<file path="src/rtl/regfile_dump.sv">
// Register-file dump engine: walks every register through one read port and
// streams the words out over valid/ready. Optional trailing checksum word: REGFILE_DUMP_CHECKSUM_EN.
module regfile_dump #(
    parameter int P_WIDTH      = 16,
    parameter int P_NUM_REGS   = 16,
    parameter int P_ADDR_WIDTH = 4
) (
    input  logic                    I_CLK,
    input  logic                    I_RESET,
    input  logic                    I_START,
    output logic                    O_BUSY,
    output logic [P_ADDR_WIDTH-1:0] O_RD_ADDR,
    input  logic [P_WIDTH-1:0]      I_RD_DATA,
    output logic [P_WIDTH-1:0]      O_DATA,
    output logic                    O_VALID,
    input  logic                    I_READY,
    output logic                    O_LAST,
    output logic                    O_DONE
);

`ifdef REGFILE_DUMP_CHECKSUM_EN
    typedef enum logic [2:0] {S_IDLE, S_FETCH, S_SEND, S_CSUM, S_DONE} state_t;
`else
    typedef enum logic [2:0] {S_IDLE, S_FETCH, S_SEND, S_DONE} state_t;
`endif

    localparam logic [P_ADDR_WIDTH-1:0] LAST_IDX = P_ADDR_WIDTH'(P_NUM_REGS - 1);

    state_t                  state;
    logic [P_ADDR_WIDTH-1:0] index;
`ifdef REGFILE_DUMP_CHECKSUM_EN
    logic [P_WIDTH-1:0]      checksum;
`endif

    // The index register doubles as the read address, so it simply holds
    // its last value whenever the engine is not fetching.
    assign O_RD_ADDR = index;

    always_ff @(posedge I_CLK) begin
        if (I_RESET) begin
            state    <= S_IDLE;
            index    <= '0;
            O_DATA   <= '0;
            O_VALID  <= 1'b0;
            O_LAST   <= 1'b0;
            O_DONE   <= 1'b0;
            O_BUSY   <= 1'b0;
`ifdef REGFILE_DUMP_CHECKSUM_EN
            checksum <= '0;
`endif
        end else begin
            case (state)
                S_IDLE: begin
                    if (I_START) begin
                        state    <= S_FETCH;
                        index    <= '0;
                        O_BUSY   <= 1'b1;
`ifdef REGFILE_DUMP_CHECKSUM_EN
                        checksum <= '0;
`endif
                    end
                end
                S_FETCH: begin
                    O_DATA  <= I_RD_DATA;
                    O_VALID <= 1'b1;
`ifdef REGFILE_DUMP_CHECKSUM_EN
                    O_LAST  <= 1'b0;
`else
                    O_LAST  <= (index == LAST_IDX);
`endif
                    state   <= S_SEND;
                end
                S_SEND: begin
                    if (O_VALID && I_READY) begin
`ifdef REGFILE_DUMP_CHECKSUM_EN
                        checksum <= checksum + O_DATA;
`endif
                        if (index == LAST_IDX) begin
`ifdef REGFILE_DUMP_CHECKSUM_EN
                            // Running sum plus the word just accepted is the final checksum.
                            O_DATA  <= checksum + O_DATA;
                            O_VALID <= 1'b1;
                            O_LAST  <= 1'b1;
                            state   <= S_CSUM;
`else
                            O_VALID <= 1'b0;
                            O_LAST  <= 1'b0;
                            O_DONE  <= 1'b1;
                            state   <= S_DONE;
`endif
                        end else begin
                            O_VALID <= 1'b0;
                            O_LAST  <= 1'b0;
                            index   <= index + 1'b1;
                            state   <= S_FETCH;
                        end
                    end
                end
`ifdef REGFILE_DUMP_CHECKSUM_EN
                S_CSUM: begin
                    if (O_VALID && I_READY) begin
                        O_VALID <= 1'b0;
                        O_LAST  <= 1'b0;
                        O_DONE  <= 1'b1;
                        state   <= S_DONE;
                    end
                end
`endif
                S_DONE: begin
                    O_DONE <= 1'b0;
                    O_BUSY <= 1'b0;
                    state  <= S_IDLE;
                end
                default: state <= S_IDLE;
            endcase
        end
    end

endmodule

</file>
<file path="config.mk">
export PLATFORM = sky130hd
export DESIGN_NAME = regfile_dump
export DESIGN_NICKNAME = d
export VERILOG_FILES = /design/src/rtl/regfile_dump.sv
export SDC_FILE = /design/constraint.sdc
export NUM_CORES = 1
export LEC_CHECK = 0
export ABC_AREA = 1
export CORE_AREA = 2 2 49 62
export CTS_CLUSTER_SIZE = 8
export DETAILED_ROUTE_END_ITERATION = 16
export DIE_AREA = 0 0 51 64
export PLACE_DENSITY = 0.84
export SETUP_SLACK_MARGIN = 0.4
export SYNTH_ARGS = -nofsm -noshare
export SYNTH_HDL_FRONTEND = slang
export SYNTH_SLANG_ARGS = --single-unit
</file>
<file path="constraint.sdc">
create_clock -name I_CLK -period 1.9 [get_ports I_CLK]
set_clock_uncertainty 0.15 [all_clocks]
set_input_delay 0.19 -clock I_CLK [delete_from_list [all_inputs] [get_ports I_CLK]]
set_output_delay 0.19 -clock I_CLK [all_outputs]
set_load 0.02 [all_outputs]
</file>
Word-level counts from Yosys, hierarchy flattened. Cells that the tools add are included. W data, S select, Z words.

Bits in registers: 27. Input port bits: 20. Logic and storage cells: 43.

Add/subtract/negate cells: 1. Equality and inequality tests: 8. Multiplexer cells: 16. Reduce and logical (&&, ||, !) cells: 11.

Operators by type and width (number): $mux W4 (3); $pmux W3 S3 (1); $ne A2 B2 Y1 const B (4); $pmux W1 S2 (4); $pmux W4 S2 (1); $reduce_bool A2 Y1 (4); $eq A3 B2 Y1 const B (2); $mux W3 (2); $reduce_and A2 Y1 (3); $add A4 B1 Y4 const B (1); $eq A4 B4 Y1 const B (1); $mux W1 (4); $reduce_and A4 Y1 (1); $eq A3 B1 Y1 const B (1); $logic_not A3 Y1 (1); $reduce_and A3 Y1 (1); $mux W2 (1); $logic_and A1 B1 Y1 (1).

Depth between registers and ports, before layout. Gate-level depths: netlist of run 1.

Word-level depth: 4. Gate-level depth with buffers: 8.

Worst setup path after synthesis of run 1. Ideal clock, no wire load.

Kind: register to register. From: reg index[0] (netlist: O_RD_ADDR[0]). To: reg index[1] (netlist: O_RD_ADDR[1]). Data arrival time: 1.259 ns. Data required time: 1.684 ns. Slack: 0.425 ns. Cell stages (with the launch flop): 8. Cell sequence: dfxtp_1 ha_1 nand2_1 nor2_2 nand2_1 nand2_1 nand2_1 a21oi_2.

Cells in the longest elaborated chain, start to end: 4.

Ends and longest elaborated chain: start, declared (RTL line 30) `logic [P_ADDR_WIDTH-1:0] index;`; start signal, assigned (RTL line 94) `index <= index + 1'b1;`; $add A4 B1 Y4 (RTL line 94); $mux W4 (RTL line 78) `if (index == LAST_IDX) begin`; $mux W4 (RTL line 74) `if (O_VALID && I_READY) begin`; $pmux W4 S2 (RTL line 52) `case (state)`.

Parallel ways exist; a longest one is shown, timed or not. The select of a mux whose other input is x is not followed. A chain may end at the register's enable or synchronous reset.

Worst setup path after layout of run 1.
From: reg index[1] (netlist: O_RD_ADDR[1]). To: reg index[1] (netlist: O_RD_ADDR[1]).

Same word-level chain as after synthesis.

==> results.md, run 1 <==
* Outcome: finished, final reports clean
* Largest net degree at the start of global routing at 21
* Lkg Pwr at between 0.0007 and 0.0008 uW
* WHS Path Cells at 2
* TritonCTS sink count at 26
* Largest family of logic cells by synthesized area: simple AND/OR/NAND/NOR gates
* Vias in the first global route at 1,006
* Post-Route Setup TNS at 0 ps
* TritonCTS buffer count at 3
* RSZ-0062 raised after global routing: true
* Clock root cell: clkbuf_4
* Die width at 51 um
* Setup WS post-layout at about 450 ps
* Yosys top cell by area: dfxtp_1
* Fmax at 689.6 MHz
* Reg-to-reg slack, setup at approximately 450 ps
* Number of hold violations in the final report at 0
* Core area at roughly 0.0027 mm2
* Cells after DPL at 210
* Htree depth at 1
* Post-synthesis compound-gate area fraction at 0.1353
* Hpwl dp at 1877 um
* Initial antenna violation count at 0
* XOR/XNOR Fraction of Synth Area at 0
* Cell Area, Synth at 0.001036 mm2
* Critical path's largest stage delay at 390 ps
* Critical path class: register to register
* Mean Syn Cell Area at 7.618 um2
* Die area at 0.003264 mm2
* Max clock buf depth at 2
* Part of the cycle the worst path needs at 0.7632
* GPL Wtd Cong at 0.7974
* Critical Path Sink Type: register
* Starting density of the core at 0.3904
* Largest delay share family, worst path: simple AND/OR/NAND/NOR gates
* Final core area utilization at 0.5752
* Vias post-DR at 1,043
* Num rows at 21
* Ant diodes at 0
* Crit-path cells: ha_2, nand2_1, nor2_4, nand2_2, nand2_1, nand2_1, a21oi_2
* Library cells used by synthesis at 17
* Fin cells at about 210
* Total track usage at 0.1638
* Post-Syn Nets at around 160
* Drt total wl at 2525 um
* Mux contribution to synthesized area at 0
* Max VDD drop at 0.0005314 V
* R2R Path Start: O_RD_ADDR[1]$_SDFFE_PP0P_
* Critical path peak fanout at 5
* Port Buf Inserts at 43
* Chip height at 64 um
* CTS tree: done
* Slew Limit Headroom at 0.6485
* Number of synthesized register bits at 26
* Syn. warnings at 0
* Yosys top cell area share at 0.5024
* Clock Latency Late Sink at approximately 320 ps
* Nets at 202
* Initial DRC count at 45
* # IOs at 44
* Power Density at 804.6 mW/mm2
* CP Buf/Inv Count at 0
* Worst R2R Path Depth at 7
* Avg Vias per Cell at 4.874
* HP Class: register to register
* Seq/Total Area, Yosys at 0.5024
* Minimum clock period at 1450 ps
* Most used cell, CP: nand2_1
* Worst hold endpoint: O_BUSY$_SDFFE_PP0P_
* DP Worst Slack at 369.5 ps
* Drc violations at 0
* Synth area leaders: dfxtp_1, nor2_1, o21ai_0, nand2_1, nand3_1
* Routed length per placed instance at 11.80 um
* GRT Residual Overflow at 0
* P&R area growth vs syn at 47.34%
* Cells after Synth at 136
* CP Launch Type: register
* Router iterations before antenna repair at 4
* Crit Reg-Reg Endpoint: O_RD_ADDR[1]$_SDFFE_PP0P_
* Critical Path AT at 1570 ps
* CP max stage cell: dfxtp_2
* Hold Path Origin: O_BUSY$_SDFFE_PP0P_
* Worst-path clk slew at roughly 140 ps
* First-pass GRT wire length at 4133 um
* Final setup violation count at 0
* Share of layout cells above drive strength 1 at 0.1000
* Crit path required time at roughly 2000 ps
* Post-synthesis adder-cell area fraction at 0.01208
* Routed Antenna Nets at 0
* Fin. max-slew vios at 0
* Max-Cap Viols at 0
* Actual slew at the worst max-slew pin at 526.7 ps
* Synthesized-area fraction occupied by and/or/nand/nor cells at 0.2814
-- power breakdown --
group | total (uW) | internal (uW) | leakage, uW | switching [uW]
Combinational | 244 | 106 | 0.000470 | 138
Sequential | 605 | 583 | 0.000214 | 21.3
Clock | 379 | 213 | 0.0000279 | 166
-- metrics by stage --
stage	power [uW]	instance area, um2	hold WS (ps)
final	1228	1526	324.9
after global routing	1278	1526	338.5
after CTS	1236	1514	325.0
after detailed placement	887.3	1486	308.4
after global placement	877.8	1486	302.1
after floorplan	760.4	1036	102.4
-- sequential cells by signal, summed over array words and instances (netlist names) --
register,count
O_LAST,1
O_RD_ADDR,4
state,2
O_DONE,1
O_VALID,1
O_BUSY,1
O_DATA,16
-- synth_stat cells, drive strengths merged --
cell and number:
dfxtp 26, nand2 18, buf 3, nor2 41, nand3 9, a21oi 7
a31oi 1, ha 1, clkbuf 2, inv 9, o21ai 19
-- cell families after synthesis --
kind of cell / count (synthesis)
simple gates: 68
compound gates: 27
flops: 26
buf+inv: 14
fa+ha+maj: 1
-- layer usage --
metal  vias up  routed length [um]  track usage
li1        525                   -            -
met1       479                1003       0.1820
met2        34                1308       0.2971
met3         5                 166      0.02804
met4         0                  46      0.07095
met5         -                   0            0
-- cell type report --
cell class,instances,area (um2)
Clock inverter,1,30.03
Multi-Input combinational cell,96,456.7
Sequential cell,26,525.5
Clock buffer,3,22.52
Tap cell,34,42.54
Inverter,9,33.78
Timing Repair Buffer,45,415.4
Fill cell,248,1127
-- what timing repair did --
item / 4_1_cts / 5_1_grt
buffers inserted: 0 / 0
hold buffers: 0 / 0
gates resized for setup: 27 / 4
setup endpoints to repair: 28 / 8
-- cells in the final DEF, fill, tap and decap left out, drive strengths merged --
| master | instances |
|---|---|
| nand2 | 18 |
| dlygate4sd2 | 24 |
| nand3 | 9 |
| ha | 1 |
| nor2 | 41 |
| a21oi | 7 |
| inv | 9 |
| o21ai | 19 |
| bufinv | 1 |
| clkdlybuf4s50 | 19 |
| dfxtp | 26 |
| buf | 2 |
| clkbuf | 3 |
| a31oi | 1 |
-- worst max-delay path by stage --
| stage | from | to | slack [ps] | cells after the start |
|---|---|---|---|---|
| floorplan | O_RD_ADDR[0]$_SDFFE_PP0P_ | O_RD_ADDR[1]$_SDFFE_PP0P_ | 420 | 7 |
| global placement | I_RESET | O_RD_ADDR[3]$_SDFFE_PP0P_ | 420 | 4 |
| detailed placement | I_RESET | O_RD_ADDR[3]$_SDFFE_PP0P_ | 370 | 4 |
| CTS | O_RD_ADDR[0]$_SDFFE_PP0P_ | O_RD_ADDR[1]$_SDFFE_PP0P_ | 440 | 7 |
| global route | O_RD_ADDR[1]$_SDFFE_PP0P_ | O_RD_ADDR[1]$_SDFFE_PP0P_ | 390 | 7 |
| finish | O_RD_ADDR[1]$_SDFFE_PP0P_ | O_RD_ADDR[1]$_SDFFE_PP0P_ | 450 | 7 |
-- worst min-delay path, delay by kind of cell (launching register included) --
family,cells,cell delay [ps]
flops,1,330
compound gates,2,120
No activity file was read; power rests on OpenSTA's default activity.
==> inputs of run 2 (changes only) <==
Settings changed: CORE_AREA 2 2 49 62 to 2 2 51 65, DIE_AREA 0 0 51 64 to 0 0 53 67, PLACE_DENSITY 0.84 to 0.81.
Clock period 1.9 ns to 1.2 ns, I/O delays scaled along.
==> results.md, run 2 (synthesis results as in run 1) <==
* Hpwl dp at 1878 um (about the same)
* Die area at 0.003551 mm2 (+8.8%)
* Ant diodes at 0 (unchanged)
* # IOs at 44 (unchanged)
* Critical Path AT at 1410 ps (-160 ps)
* Slew Limit Headroom at 0.8476 (+0.1991)
* Largest register by flop count: O_DATA
* Nets at 220 (+8.9%)
* HP Class: primary input to register
* DP Worst Slack at -195.3 ps (-564.9 ps)
* Outcome: finished with violations
* Cells after DPL at 223 (+6.2%)
* Vias in the first global route at 995 (-1.1%)
* First-pass GRT wire length at 3967 um (-4.0%)
* GRT Residual Overflow at 0 (unchanged)
* Failing checks: negative setup slack
* Avg Vias per Cell at 4.581 (-6.0%)
* Lkg Pwr at 0.0008210 uW (+15%)
* Commonest cells after routing, fill and taps aside: nor2_1, buf_6, dfxtp_2, clkdlybuf4s50_1, buf_4
* Power Density at 1044 mW/mm2 (+30%)
* Max clock buf depth at 2 (unchanged)
* Critical path class: register to register
* TritonCTS buffer count at 3 (unchanged)
* Max-Cap Viols at 0 (unchanged)
* Drt total wl at 2647 um (+4.8%)
* Clock root cell: clkbuf_4
* Fin. max-slew vios at 0 (unchanged)
* Most common cell after layout, fill and taps aside: nor2_1
* Initial DRC count at 10 (-78%)
* Num rows at 22 (+4.8%)
* Chip height at 67 um (+4.7%)
* Worst-path clk slew at 130 ps (about the same)
* Critical path peak fanout at 7 (+2)
* Total track usage at 0.1506 (-0.01317)
* Clock Latency Late Sink at 320 ps (about the same)
* Drc violations at 0 (unchanged)
* Crit path required time at 1310 ps (-710 ps)
* Max reg flops at 16 (unchanged)
* Placed cell area at 0.001618 mm2 (+8.8%)
* Setup WS post-layout at -97.46 ps (-547.4 ps)
* Minimum clock period at 1297 ps (-152.6 ps)
* Part of the cycle the worst path needs at 1.081 (+0.3180)
* Vias post-DR at 1,072 (+2.8%)
* Htree depth at 1 (unchanged)
* Routed Antenna Nets at 0 (unchanged)
* TritonCTS sink count at 26 (unchanged)
* Fmax at 770.7 MHz (+12%)
* RSZ-0062 raised after global routing: true
* Router iterations before antenna repair at 4 (unchanged)
* Routed length per placed instance at 11.31 um (-4.1%)
* Share of layout cells above drive strength 1 at 0.5000 (+0.4000)
* P&R area growth vs syn at 78.99%
* Critical Path Sink Type: register
* Final setup violation count at 10 (+10)
* Die width at 53 um (+3.9%)
* Starting density of the core at 0.3584 (-0.03194)
* CTS tree: done
* GPL Wtd Cong at 0.8430 (+5.7%)
* Port Buf Inserts at 43 (unchanged)
* Initial antenna violation count at 0 (unchanged)
* Number of hold violations in the final report at 0 (unchanged)
* Cell area after layout at 0.001854 mm2 (+21%)
* Max VDD drop at 0.0006062 V (+14%)
* Largest net degree at the start of global routing at 18 (-14%)
* Filler cell count at 263 (+6.0%)
* Cts hold-fix bufs at 0 (unchanged)
* Core area at 0.002890 mm2 (+8.9%)
* Fin cells at 234 (+9.3%)
* CP Launch Type: register
* Actual slew at the worst max-slew pin at 228.1 ps (-298.6 ps)
## run 2: cell count changes in the layout (fill, tap and decap cells not counted), moves of 2 or more
cell,previous run,this run
buf_6,0,29
inv_2,2,0
nand2_1,14,10
o21ai_1,0,6
a21oi_2,1,6
dfxtp_2,1,23
buf_4,2,15
dfxtp_1,24,0
o21ai_2,0,5
dlygate4sd2_1,24,0
dfxtp_4,1,3
o21ai_0,19,8
a21oi_1,6,1
nand2_4,2,5
## run 2: path summary, 6_finish.rpt
kind | endpoint | startpoint | slack (ps) | cells past startpoint
worst max-delay path | O_RD_ADDR[2]$_SDFFE_PP0P_ | state[1]$_SDFFE_PP0P_ | -100 | 8
worst max register to register | O_RD_ADDR[2]$_SDFFE_PP0P_ | state[1]$_SDFFE_PP0P_ | -100 | 8
worst min-delay path | O_DATA[4]$_SDFFE_PP0P_ | I_RD_DATA[4] | 230 | 3
worst min register to register | O_DATA[7]$_SDFFE_PP0P_ | O_DATA[7]$_SDFFE_PP0P_ | 350 | 2
## run 2: area by class of cell
cell class	instances	area [um2]	area share
Clock buffer	4	36.28	0.01957
Inverter	9	41.29	0.02227
Multi-Input combinational cell	96	541.8	0.2922
Sequential cell	26	560.5	0.3023
Tap cell	36	45.04	0.02429
Timing Repair Buffer	63	629.4	0.3394
## run 2: per-layer routing
| metal | vias up | track usage | wire length, um |
|---|---|---|---|
| li1 | 562 | - | - |
| met1 | 477 | 0.1625 | 1082 |
| met2 | 28 | 0.2734 | 1365 |
| met3 | 5 | 0.02466 | 151 |
| met4 | 0 | 0.07692 | 46 |
| met5 | - | 0 | 0 |
## run 2: repair_timing
action | CTS | global route
pin swaps | 4 | 1
buffers inserted | 2 | 5
gates resized for setup | 171 | 31
setup endpoints to repair | 50 | 50
hold endpoints to repair | 0 | 0
## run 2: stage by stage
stage            util  hold slack [ps]  power, uW  TNS, ps
6_report       0.6416            232.0       1936   -441.5
5_1_grt        0.6416            236.0       2053    -1094
4_1_cts        0.6048            236.7       1912   -726.2
3_5_place_dp   0.5597            317.8       1430    -1783
3_3_place_gp   0.5597            311.9       1421    -1458
2_1_floorplan       -            23.27       1206   -73.82
## run 2: worst max-delay path: stages (launching register included)
cell,delay [ps]
dfxtp_2,390
inv_4,60
nor2_4,200
nand2_4,90
nand2_4,100
nand3_1,80
nand2_1,60
inv_1,40
nor2_1,70
## run 2: where the power goes
group	switching (uW)	leakage [uW]	internal (uW)
Sequential	47.4	0.000224	933
Clock	248	0.0000210	186
Combinational	250	0.000575	272
==> inputs of run 3 (changes only) <==
Settings changed: CORE_AREA 2 2 51 65 to 2 2 49 62, DIE_AREA 0 0 53 67 to 0 0 51 64, PLACE_DENSITY 0.81 to 0.84.
Clock period 1.2 ns to 1.7 ns, I/O delays scaled along.
==> results.md, run 3 (synthesis results as in run 1) <==
* GRT Max-Usage Layer: met2
* P&R area growth vs syn at 53.50%
* Vias in the first global route at 1,050 (+5.5%)
* Critical Path AT at 1500 ps (+90 ps)
* HP Class: primary input to register
* Outcome: finished, final reports clean
* Slew Limit Headroom at 0.6589 (-0.1887)
* Minimum clock period at 1370 ps (+72.94 ps)
* Router iterations before antenna repair at 4 (unchanged)
* GRT Residual Overflow at 0 (unchanged)
* GPL Wtd Cong at 0.7540 (-11%)
* Avg Vias per Cell at 4.959 (+8.3%)
* Largest register by flop count: O_DATA
* Cells after DPL at 210 (-5.8%)
* Chip height at 64 um (-4.5%)
* Cell area after layout at 0.001590 mm2 (-14%)
* Max VDD drop at 0.0005391 V (-11%)
* Part of the cycle the worst path needs at 0.8061 (-0.2751)
* Critical path peak fanout at 5 (-2)
* Drt total wl at 2887 um (+9.1%)
* Reg power frac at 0.484 (-0.022)
* TritonCTS sink count at 26 (unchanged)
* Combinational power share at 0.207 (-0.063)
* Filler cell count at 231 (-12%)
* Hpwl dp at 1905 um (+1.4%)
* Total track usage at 0.1705 (+0.01992)
* Largest net degree at the start of global routing at 21 (+3)
* Placed cell area at 0.001509 mm2 (-6.7%)
* Max-Cap Viols at 0 (unchanged)
* Fin cells at 221 (-5.6%)
* Clock root cell: clkbuf_4
* Critical path class: register to register
* Vias post-DR at 1,096 (+2.2%)
* Clock network fraction of design power at 0.309 (+0.085)
* Critical Path Sink Type: register
* GRT met2 Usage at 0.3084 (+0.03500)
* Max clock buf depth at 2 (unchanged)
* Final setup violation count at 0 (-10)
* Met3 Usage GRT at 0.02103 (-0.003636)
* Power Density at 881.8 mW/mm2 (-16%)
* Commonest cells after routing, fill and taps aside: nor2_1, o21ai_0, clkdlybuf4s50_1, buf_2, dfxtp_1
* Internal power at 1018 uW (-27%)
* Htree depth at 1 (unchanged)
* Fin. max-slew vios at 0 (unchanged)
* Clock Latency Late Sink at 340 ps (+20 ps)
* Lkg Pwr at 0.0007227 uW (-12%)
* Starting density of the core at 0.3904 (+0.03194)
* Share of layout cells above drive strength 1 at 0.3422 (-0.1578)
* Worst hold slack at 289.9 ps (+57.91 ps)
* Sw Ratio at 0.2744 (-0.007595)
* Max reg flops at 16 (unchanged)
* Number of hold violations in the final report at 0 (unchanged)
* Routed length per placed instance at 13.06 um (+15%)
* Most common cell after layout, fill and taps aside: nor2_1
* Initial antenna violation count at 0 (unchanged)
* Port Buf Inserts at 43 (unchanged)
* Nets at 209 (-5.0%)
* Crit path required time at 1830 ps (+520 ps)
* # IOs at 44 (unchanged)
* Ant diodes at 0 (unchanged)
* CTS tree: done
* Die width at 51 um (-3.8%)
* Worst-path clk slew at 150 ps (+20 ps)
* Met1 Resource Use GR at 0.1642 (+0.001688)
* Initial DRC count at 50 (+40)
* Die area at 0.003264 mm2 (-8.1%)
* TritonCTS buffer count at 3 (unchanged)
* CP Launch Type: register
* Core area at 0.002654 mm2 (-8.2%)
* Actual slew at the worst max-slew pin at 511.1 ps (+283.0 ps)
* Switching pwr at 384.7 uW (-30%)
* Fmax at 729.7 MHz (-5.3%)
* First-pass GRT wire length at 4222 um (+6.4%)
* Routed Antenna Nets at 0 (unchanged)
* RSZ-0062 raised after global routing: true
* Cts hold-fix bufs at 0 (unchanged)
* Num rows at 21 (-4.5%)
* Post-Route Setup TNS at 0 ps (+441.5 ps)
* Drc violations at 0 (unchanged)
run 3: cell types whose count changed in the layout (fill, tap and decap cells not counted), sizes merged:
cell / before / now
buf: 44 / 24
clkdlybuf4s15: 0 / 6
clkbuf: 4 / 6
bufinv: 0 / 1
run 3: path summary, 6_finish.rpt:
| kind | cells past startpoint | endpoint | startpoint | slack (ps) |
|---|---|---|---|---|
| worst max-delay path | 7 | O_RD_ADDR[3]$_SDFFE_PP0P_ | O_RD_ADDR[1]$_SDFFE_PP0P_ | 330 |
| worst min register to register | 2 | O_DONE$_SDFFE_PP0P_ | O_DONE$_SDFFE_PP0P_ | 330 |
| worst max register to register | 7 | O_RD_ADDR[3]$_SDFFE_PP0P_ | O_RD_ADDR[1]$_SDFFE_PP0P_ | 330 |
| worst min-delay path | 3 | O_DATA[7]$_SDFFE_PP0P_ | I_RD_DATA[7] | 290 |
run 3: layer usage:
metal | up-vias | wire, um
met2 | 50 | 1523
met5 | - | 0
li1 | 541 | -
met4 | 0 | 121
met3 | 11 | 167
met1 | 494 | 1075
run 3: timing repair:
item | CTS | global route
resized for setup | 81 | 29
setup endpoints to repair | 30 | 36
pin swaps | 4 | 8
setup buffers | 3 | 4
endpoints found under the hold margin | 0 | 0
run 3: worst max-delay path: stages (launching register included):
cell,delay [ps]
dfxtp_4,410
ha_4,160
nand2_4,60
nor2_4,160
nand2_4,100
nand2_2,90
nor2_1,60
nor2_1,120
run 3: area by class of cell:
| class | count | area (um2) | share of cell area |
|---|---|---|---|
| clock buffers | 3 | 22.52 | 0.01416 |
| repair buffers | 52 | 419.2 | 0.2636 |
| flip-flops and latches | 26 | 543.0 | 0.3415 |
| inverters | 9 | 36.28 | 0.02282 |
| clock inverters | 1 | 30.03 | 0.01888 |
| well taps | 34 | 42.54 | 0.02675 |
| multi-input cells | 96 | 496.7 | 0.3124 |
run 3: stage by stage:
step / util / setup WS [ps] / power [uW]
after floorplan: - / 403.3 / 848.5
after global placement: 0.5686 / 253.6 / 977.7
after detailed placement: 0.5686 / 176.3 / 988.7
after CTS: 0.6091 / 367.2 / 1404
after global routing: 0.5992 / 267.7 / 1468
final: 0.5992 / 329.6 / 1402
run 3: power by group through the flow:
| stage | Combinational [uW] | Sequential, uW | Clock [uW] |
|---|---|---|---|
| after detailed placement | 298 | 691 | 0 |
| after global placement | 291 | 687 | 0 |
| after global routing | 320 | 683 | 465 |
| after CTS | 295 | 678 | 431 |
| final | 291 | 678 | 434 |
| after floorplan | 111 | 737 | 0 |
